[src/rtl/load_unit.sv]
// load_unit -- sequences a single I-type load instruction.
//
// Walks IDLE -> ADDR -> REQ -> WB -> IDLE. In ADDR it reads rs from the
// register file and forms the effective address. In REQ it holds a word-aligned
// read request until the memory acknowledges. In WB it writes the extracted,
// extended value back to rt. Unsupported opcodes skip REQ and finish without
// a register write.
//
// Optional feature macro: LOAD_ALIGN_CHECK_EN
//   When defined, a 'misalign' output is added. A LW with EA[1:0] != 0, or a
//   LH/LHU with EA[0] != 0, skips REQ and completes with misalign=1 and no
//   register write. When undefined, the low address bits below the access size
//   are simply ignored.
//
// Ports:
//   clock                  rising-edge clock
//   reset                  asynchronous, active-low reset
//   start, instr           launch request and instruction word (taken in IDLE only)
//   busy, done             not-idle flag and one-cycle completion pulse
//   rf_raddr / rf_rdata    register-file read port (combinational read)
//   rf_we/waddr/wdata      register-file write port
//   mem_req/addr/ack/rdata data-memory read handshake
//   misalign               (LOAD_ALIGN_CHECK_EN only) misaligned-access flag in WB
module load_unit (
  input  logic        clock,
  input  logic        reset,
  input  logic        start,
  input  logic [31:0] instr,
  output logic        busy,
  output logic        done,
  output logic [4:0]  rf_raddr,
  input  logic [31:0] rf_rdata,
  output logic        rf_we,
  output logic [4:0]  rf_waddr,
  output logic [31:0] rf_wdata,
  output logic        mem_req,
  output logic [31:0] mem_addr,
  input  logic        mem_ack,
  input  logic [31:0] mem_rdata
`ifdef LOAD_ALIGN_CHECK_EN
  ,
  output logic        misalign
`endif
);

  localparam logic [1:0] ST_IDLE = 2'd0;
  localparam logic [1:0] ST_ADDR = 2'd1;
  localparam logic [1:0] ST_REQ  = 2'd2;
  localparam logic [1:0] ST_WB   = 2'd3;

  localparam logic [5:0] OP_LB  = 6'h20;
  localparam logic [5:0] OP_LH  = 6'h21;
  localparam logic [5:0] OP_LW  = 6'h23;
  localparam logic [5:0] OP_LBU = 6'h24;
  localparam logic [5:0] OP_LHU = 6'h25;

  logic [1:0]  state_q, state_d;
  logic [31:0] instr_q, instr_d;
  logic [31:0] ea_q, ea_d;
  logic [31:0] data_q, data_d;
  logic        skip_q, skip_d;
`ifdef LOAD_ALIGN_CHECK_EN
  logic        mis_q, mis_d;
`endif

  logic [5:0]  opcode;
  logic [4:0]  rs, rt;
  logic [15:0] imm;
  logic [31:0] ea_calc;
  logic        op_valid;
  logic        misaligned_ea;
  logic [7:0]  lane_byte;
  logic [15:0] lane_half;
  logic [31:0] load_value;

  assign opcode  = instr_q[31:26];
  assign rs      = instr_q[25:21];
  assign rt      = instr_q[20:16];
  assign imm     = instr_q[15:0];
  assign ea_calc = rf_rdata + {{16{imm[15]}}, imm};

  always_comb begin
    case (opcode)
      OP_LB, OP_LH, OP_LW, OP_LBU, OP_LHU: op_valid = 1'b1;
      default:                             op_valid = 1'b0;
    endcase
  end

`ifdef LOAD_ALIGN_CHECK_EN
  assign misaligned_ea = ((opcode == OP_LW) && (ea_calc[1:0] != 2'b00)) ||
                         (((opcode == OP_LH) || (opcode == OP_LHU)) && ea_calc[0]);
`else
  assign misaligned_ea = 1'b0;
`endif

  // skip_q marks a transaction that bypasses memory and must not write back
  // (unsupported opcode or misaligned access).
  always_comb begin
    state_d = state_q;
    instr_d = instr_q;
    ea_d    = ea_q;
    data_d  = data_q;
    skip_d  = skip_q;
`ifdef LOAD_ALIGN_CHECK_EN
    mis_d   = mis_q;
`endif
    case (state_q)
      ST_IDLE: begin
        if (start) begin
          state_d = ST_ADDR;
          instr_d = instr;
          skip_d  = 1'b0;
`ifdef LOAD_ALIGN_CHECK_EN
          mis_d   = 1'b0;
`endif
        end
      end
      ST_ADDR: begin
        ea_d = ea_calc;
        if (!op_valid || misaligned_ea) begin
          state_d = ST_WB;
          skip_d  = 1'b1;
`ifdef LOAD_ALIGN_CHECK_EN
          mis_d   = misaligned_ea;
`endif
        end else begin
          state_d = ST_REQ;
        end
      end
      ST_REQ: begin
        if (mem_ack) begin
          data_d  = mem_rdata;
          state_d = ST_WB;
        end
      end
      default: begin
        state_d = ST_IDLE;
`ifdef LOAD_ALIGN_CHECK_EN
        mis_d   = 1'b0;
`endif
      end
    endcase
  end

  always_ff @(posedge clock or negedge reset) begin
    if (!reset) begin
      state_q <= ST_IDLE;
      instr_q <= 32'h0;
      ea_q    <= 32'h0;
      data_q  <= 32'h0;
      skip_q  <= 1'b0;
`ifdef LOAD_ALIGN_CHECK_EN
      mis_q   <= 1'b0;
`endif
    end else begin
      state_q <= state_d;
      instr_q <= instr_d;
      ea_q    <= ea_d;
      data_q  <= data_d;
      skip_q  <= skip_d;
`ifdef LOAD_ALIGN_CHECK_EN
      mis_q   <= mis_d;
`endif
    end
  end

  // Big-endian lane selection: byte 0 is the most significant byte.
  always_comb begin
    case (ea_q[1:0])
      2'd0:    lane_byte = data_q[31:24];
      2'd1:    lane_byte = data_q[23:16];
      2'd2:    lane_byte = data_q[15:8];
      default: lane_byte = data_q[7:0];
    endcase
    lane_half = ea_q[1] ? data_q[15:0] : data_q[31:16];
    case (opcode)
      OP_LB:   load_value = {{24{lane_byte[7]}}, lane_byte};
      OP_LBU:  load_value = {24'h0, lane_byte};
      OP_LH:   load_value = {{16{lane_half[15]}}, lane_half};
      OP_LHU:  load_value = {16'h0, lane_half};
      OP_LW:   load_value = data_q;
      default: load_value = 32'h0;
    endcase
  end

  // Outputs are decoded from the registered state so that buses read as zero
  // outside the phase that owns them.
  always_comb begin
    busy     = (state_q != ST_IDLE);
    done     = (state_q == ST_WB);
    rf_raddr = (state_q == ST_ADDR) ? rs : 5'd0;
    mem_req  = (state_q == ST_REQ);
    mem_addr = (state_q == ST_REQ) ? {ea_q[31:2], 2'b00} : 32'h0;
    rf_we    = (state_q == ST_WB) && !skip_q && (rt != 5'd0);
    rf_waddr = (state_q == ST_WB) ? rt : 5'd0;
    rf_wdata = (state_q == ST_WB) ? load_value : 32'h0;
  end

`ifdef LOAD_ALIGN_CHECK_EN
  assign misalign = (state_q == ST_WB) && mis_q;
`endif

endmodule
[config.mk]
export PLATFORM = sky130hd
export DESIGN_NAME = load_unit
export DESIGN_NICKNAME = d
export VERILOG_FILES = /design/src/rtl/load_unit.sv
export SDC_FILE = /design/constraint.sdc
export NUM_CORES = 1
export LEC_CHECK = 0
export ABC_AREA = 1
export CORE_MARGIN = 3
export CORE_UTILIZATION = 46
export DETAILED_ROUTE_END_ITERATION = 16
export HOLD_SLACK_MARGIN = 0.15
export PLACE_DENSITY = 0.78
export SYNTH_ARGS = -nofsm -noshare
export SYNTH_HDL_FRONTEND = slang
export SYNTH_SLANG_ARGS = --single-unit
export TNS_END_PERCENT = 1
[constraint.sdc]
create_clock -name clock -period 1.9 [get_ports clock]
set_clock_uncertainty 0.2 [all_clocks]
set_input_delay 0.475 -clock clock [delete_from_list [all_inputs] [get_ports clock]]
set_output_delay 0.475 -clock clock [all_outputs]
set_load 0.02 [all_outputs]
==> results.toml <==
[drt]
detail_route.drc_violations = 0
dr.pass1.iters = 7
routed_via_density = 5.06
detail-route-antenna-nets = 0
drt-total-wl_um = 23600
routed-via-count = 7885
drtIter0Drc = 517
mean_routed_wirelength_per_cell_um = 15.1

[clock_network]
cts_max_path_buffers = 2
clock_latency_ns = 0.35
cts_tree = "built"
clock_tree.htree_level_count = 3
cts_sinks = 99
clkTransAtPathRegs_ns = 0.07
tritoncts.num_buffers = 9
cts.root.buffer_cell = "clkbuf_16"

[yosys]
postSynth.asyncResetShare_pct = 100
synth_area_leaders = "dfrtp_1 (34%), nand2_1 (19%), inv_1 (8.7%)"
dominantRegCellSynth = "dfrtp_1"
synth.cells.most_frequent = "nand2_1 (380), inv_1 (169), dfrtp_1 (99)"
synth_top_area_cell = "dfrtp_1"
mappedNetlistArea_mm2 = 0.00732
avgSynthCellArea_um2 = 6.98
synth_top_cell_area_share_pct = 33.8
count_of_flip_flops_with_a_built_in_enable_after_synthesis = 0
netlist-cell-type-count = 50
seq_area_frac_synth_pct = 33.8
synth.ff_latch_count = 99
most_repeated_cell_in_the_gate_level_netlist_after_synthesis = "nand2_1"
syn_inst = 1048
synth.yosys.warnings = 0

[setup_path]
cp_max_fo = 7
worst-endpoint-arrival_ns = 1.92
crit_path_start_kind = "flop"
setup.worst_path.end_class = "primary output"
required_time_reported_for_the_critical_path_endpoint_ns = 1.22
critPathKind = "reg -> out"

[sta]
slew_violations = 0
setup_viol = 101
report.final.hold_viol_count = 0
period_utilization_pct = 137
worst_setup_slack_final_ns = -0.694
max_freq_ghz = 0.386
fin_crit_ns = 2.59
grt_setup_unrepaired = "true"

[grt]
grt_start_max_net_pins = 47
antenna_found_initial = 0
grt_usage_pct = 26.4
grt_pass1_vias = 7736
grt_overflow = 0
grt_first_pass_wirelength_um = 37700

[status]
status = "finished with violations"
failed_checks = "setup timing"

[placement]
place_area_mm2 = 0.0103
dp.cells = 1533
place.port_buffers = 175
half_perimeter_wire_length_of_the_detailed_placement_result_um = 17400
pre_cts_slack_ns = -0.821
place.gp.congestion = 0.947

[pwr]
peakVddDrop_mv = 0.748
power_density_mw_per_mm2 = 1570
leakage_nw = 5.91

[run]
timing.max_cap.violations = 0

[final_layout]
layout-drive-gt1-share_pct = 30.8
flow.area_growth_from_synthesis_pct = 54.0
stdcell_area_mm2 = 0.0113
num-fill-cells = 1155
nNetsFinal = 1478
final_cells = 1557
fin_util_pct = 73.3
diodes_inserted = 0

[floorplan]
floorplan.die.height_um = 132
die-width_um = 132
initial_core_util_pct = 47.6
core-area_mm2 = 0.0154
core.rowCount = 45
dieArea_mm2 = 0.0175
design.portCount = 178

[min_path]
hold_class = "reg -> reg"
worst max-delay path: stages, from the launching register on:
cell     delay (ns)
dfrtp_1        0.40
or2_4          0.28
nor2_4         0.18
nand3_4        0.11
o21ai_4        0.08
inv_4          0.08
buf_16         0.16
a21oi_4        0.15
buf_6          0.13
routing by layer:
layer  part of all wire (%)  up-vias  track usage [%]
met5                      0        -                0
met4                    2.8        0             8.52
met3                    6.8       50             5.31
met2                     49      299             45.4
met1                     42     3671             33.4
li1                       -     3865                -
report_power, final:
group          leakage (nW)  switching [mW]  internal [mW]
clock                 0.148           0.830           1.18
combinational          4.60            6.18           5.37
sequential             1.16           0.887           3.20
cells by family (layout without fill, tap and decap cells):
kind of cell / after synthesis / after routing / synth area share (%)
other cells: 1 / 2 / 0.0512
buf+inv: 207 / 504 / 11.5
xor+xnor: 14 / 14 / 1.68
mux: 51 / 51 / 7.85
simple gates: 525 / 525 / 29.4
flops: 99 / 99 / 33.8
fa+ha+maj: 36 / 36 / 6.26
compound gates: 115 / 115 / 9.45
what timing repair did:
item,in CTS,in global routing
cloned,1,0
hold buffers,1,0
setup endpoints to repair,167,168
buffers inserted,7,0
pin swaps,18,11
resized for setup,471,88
hold endpoints to repair,19,0
stage by stage:
stage | total power, mW | hold WS, ns | TNS (ns)
final | 17.6 | 0.281 | -33.84
after CTS | 17.0 | 0.284 | -35.20
after global routing | 19.0 | 0.317 | -42.92
after detailed placement | 14.3 | 0.188 | -59.99
after floorplan | 9.96 | -0.0206 | -15.68
after global placement | 14.0 | 0.187 | -56.20
path summary, 6_finish.rpt:
check	startpoint	to	slack [ns]	cells after the start
min in group asynchronous	reset	data_q[13]	0.37	2
max in group asynchronous	reset	data_q[28]	0.58	3
min	ea_q[16]	ea_q[16]	0.28	2
min reg2reg	ea_q[16]	ea_q[16]	0.28	2
max reg2reg	instr_q[15]	ea_q[30]	-0.27	10
max	instr_q[26]	rf_wdata[31]	-0.69	8
flip-flops by register name, summed over array words and instances (netlist names):
register / count
instr_q: 32
state_q: 2
skip_q: 1
data_q: 32
ea_q: 32
layout make-up:
cell class / count / area [um^2] / share of cell area, %
clock buffers: 11 / 243 / 2.15
clock inverters: 4 / 75.1 / 0.666
inverters: 178 / 678 / 6.02
multi-input cells: 743 / 4600 / 40.8
flip-flops and latches: 99 / 2480 / 22.0
well taps: 211 / 264 / 2.34
repair buffers: 311 / 2930 / 26.0
placed cells by master (no fill, tap or decap), drive strengths merged, types with 35 or more instances in the layout:
master and n:
nor2 65, mux2 51, nand2 383, clkdlybuf4s50 86
a21oi 61, ha 35, dfrtp 99, inv 175
buf 207, nand3 58
Note: power is estimated with default switching activity, not from simulation.
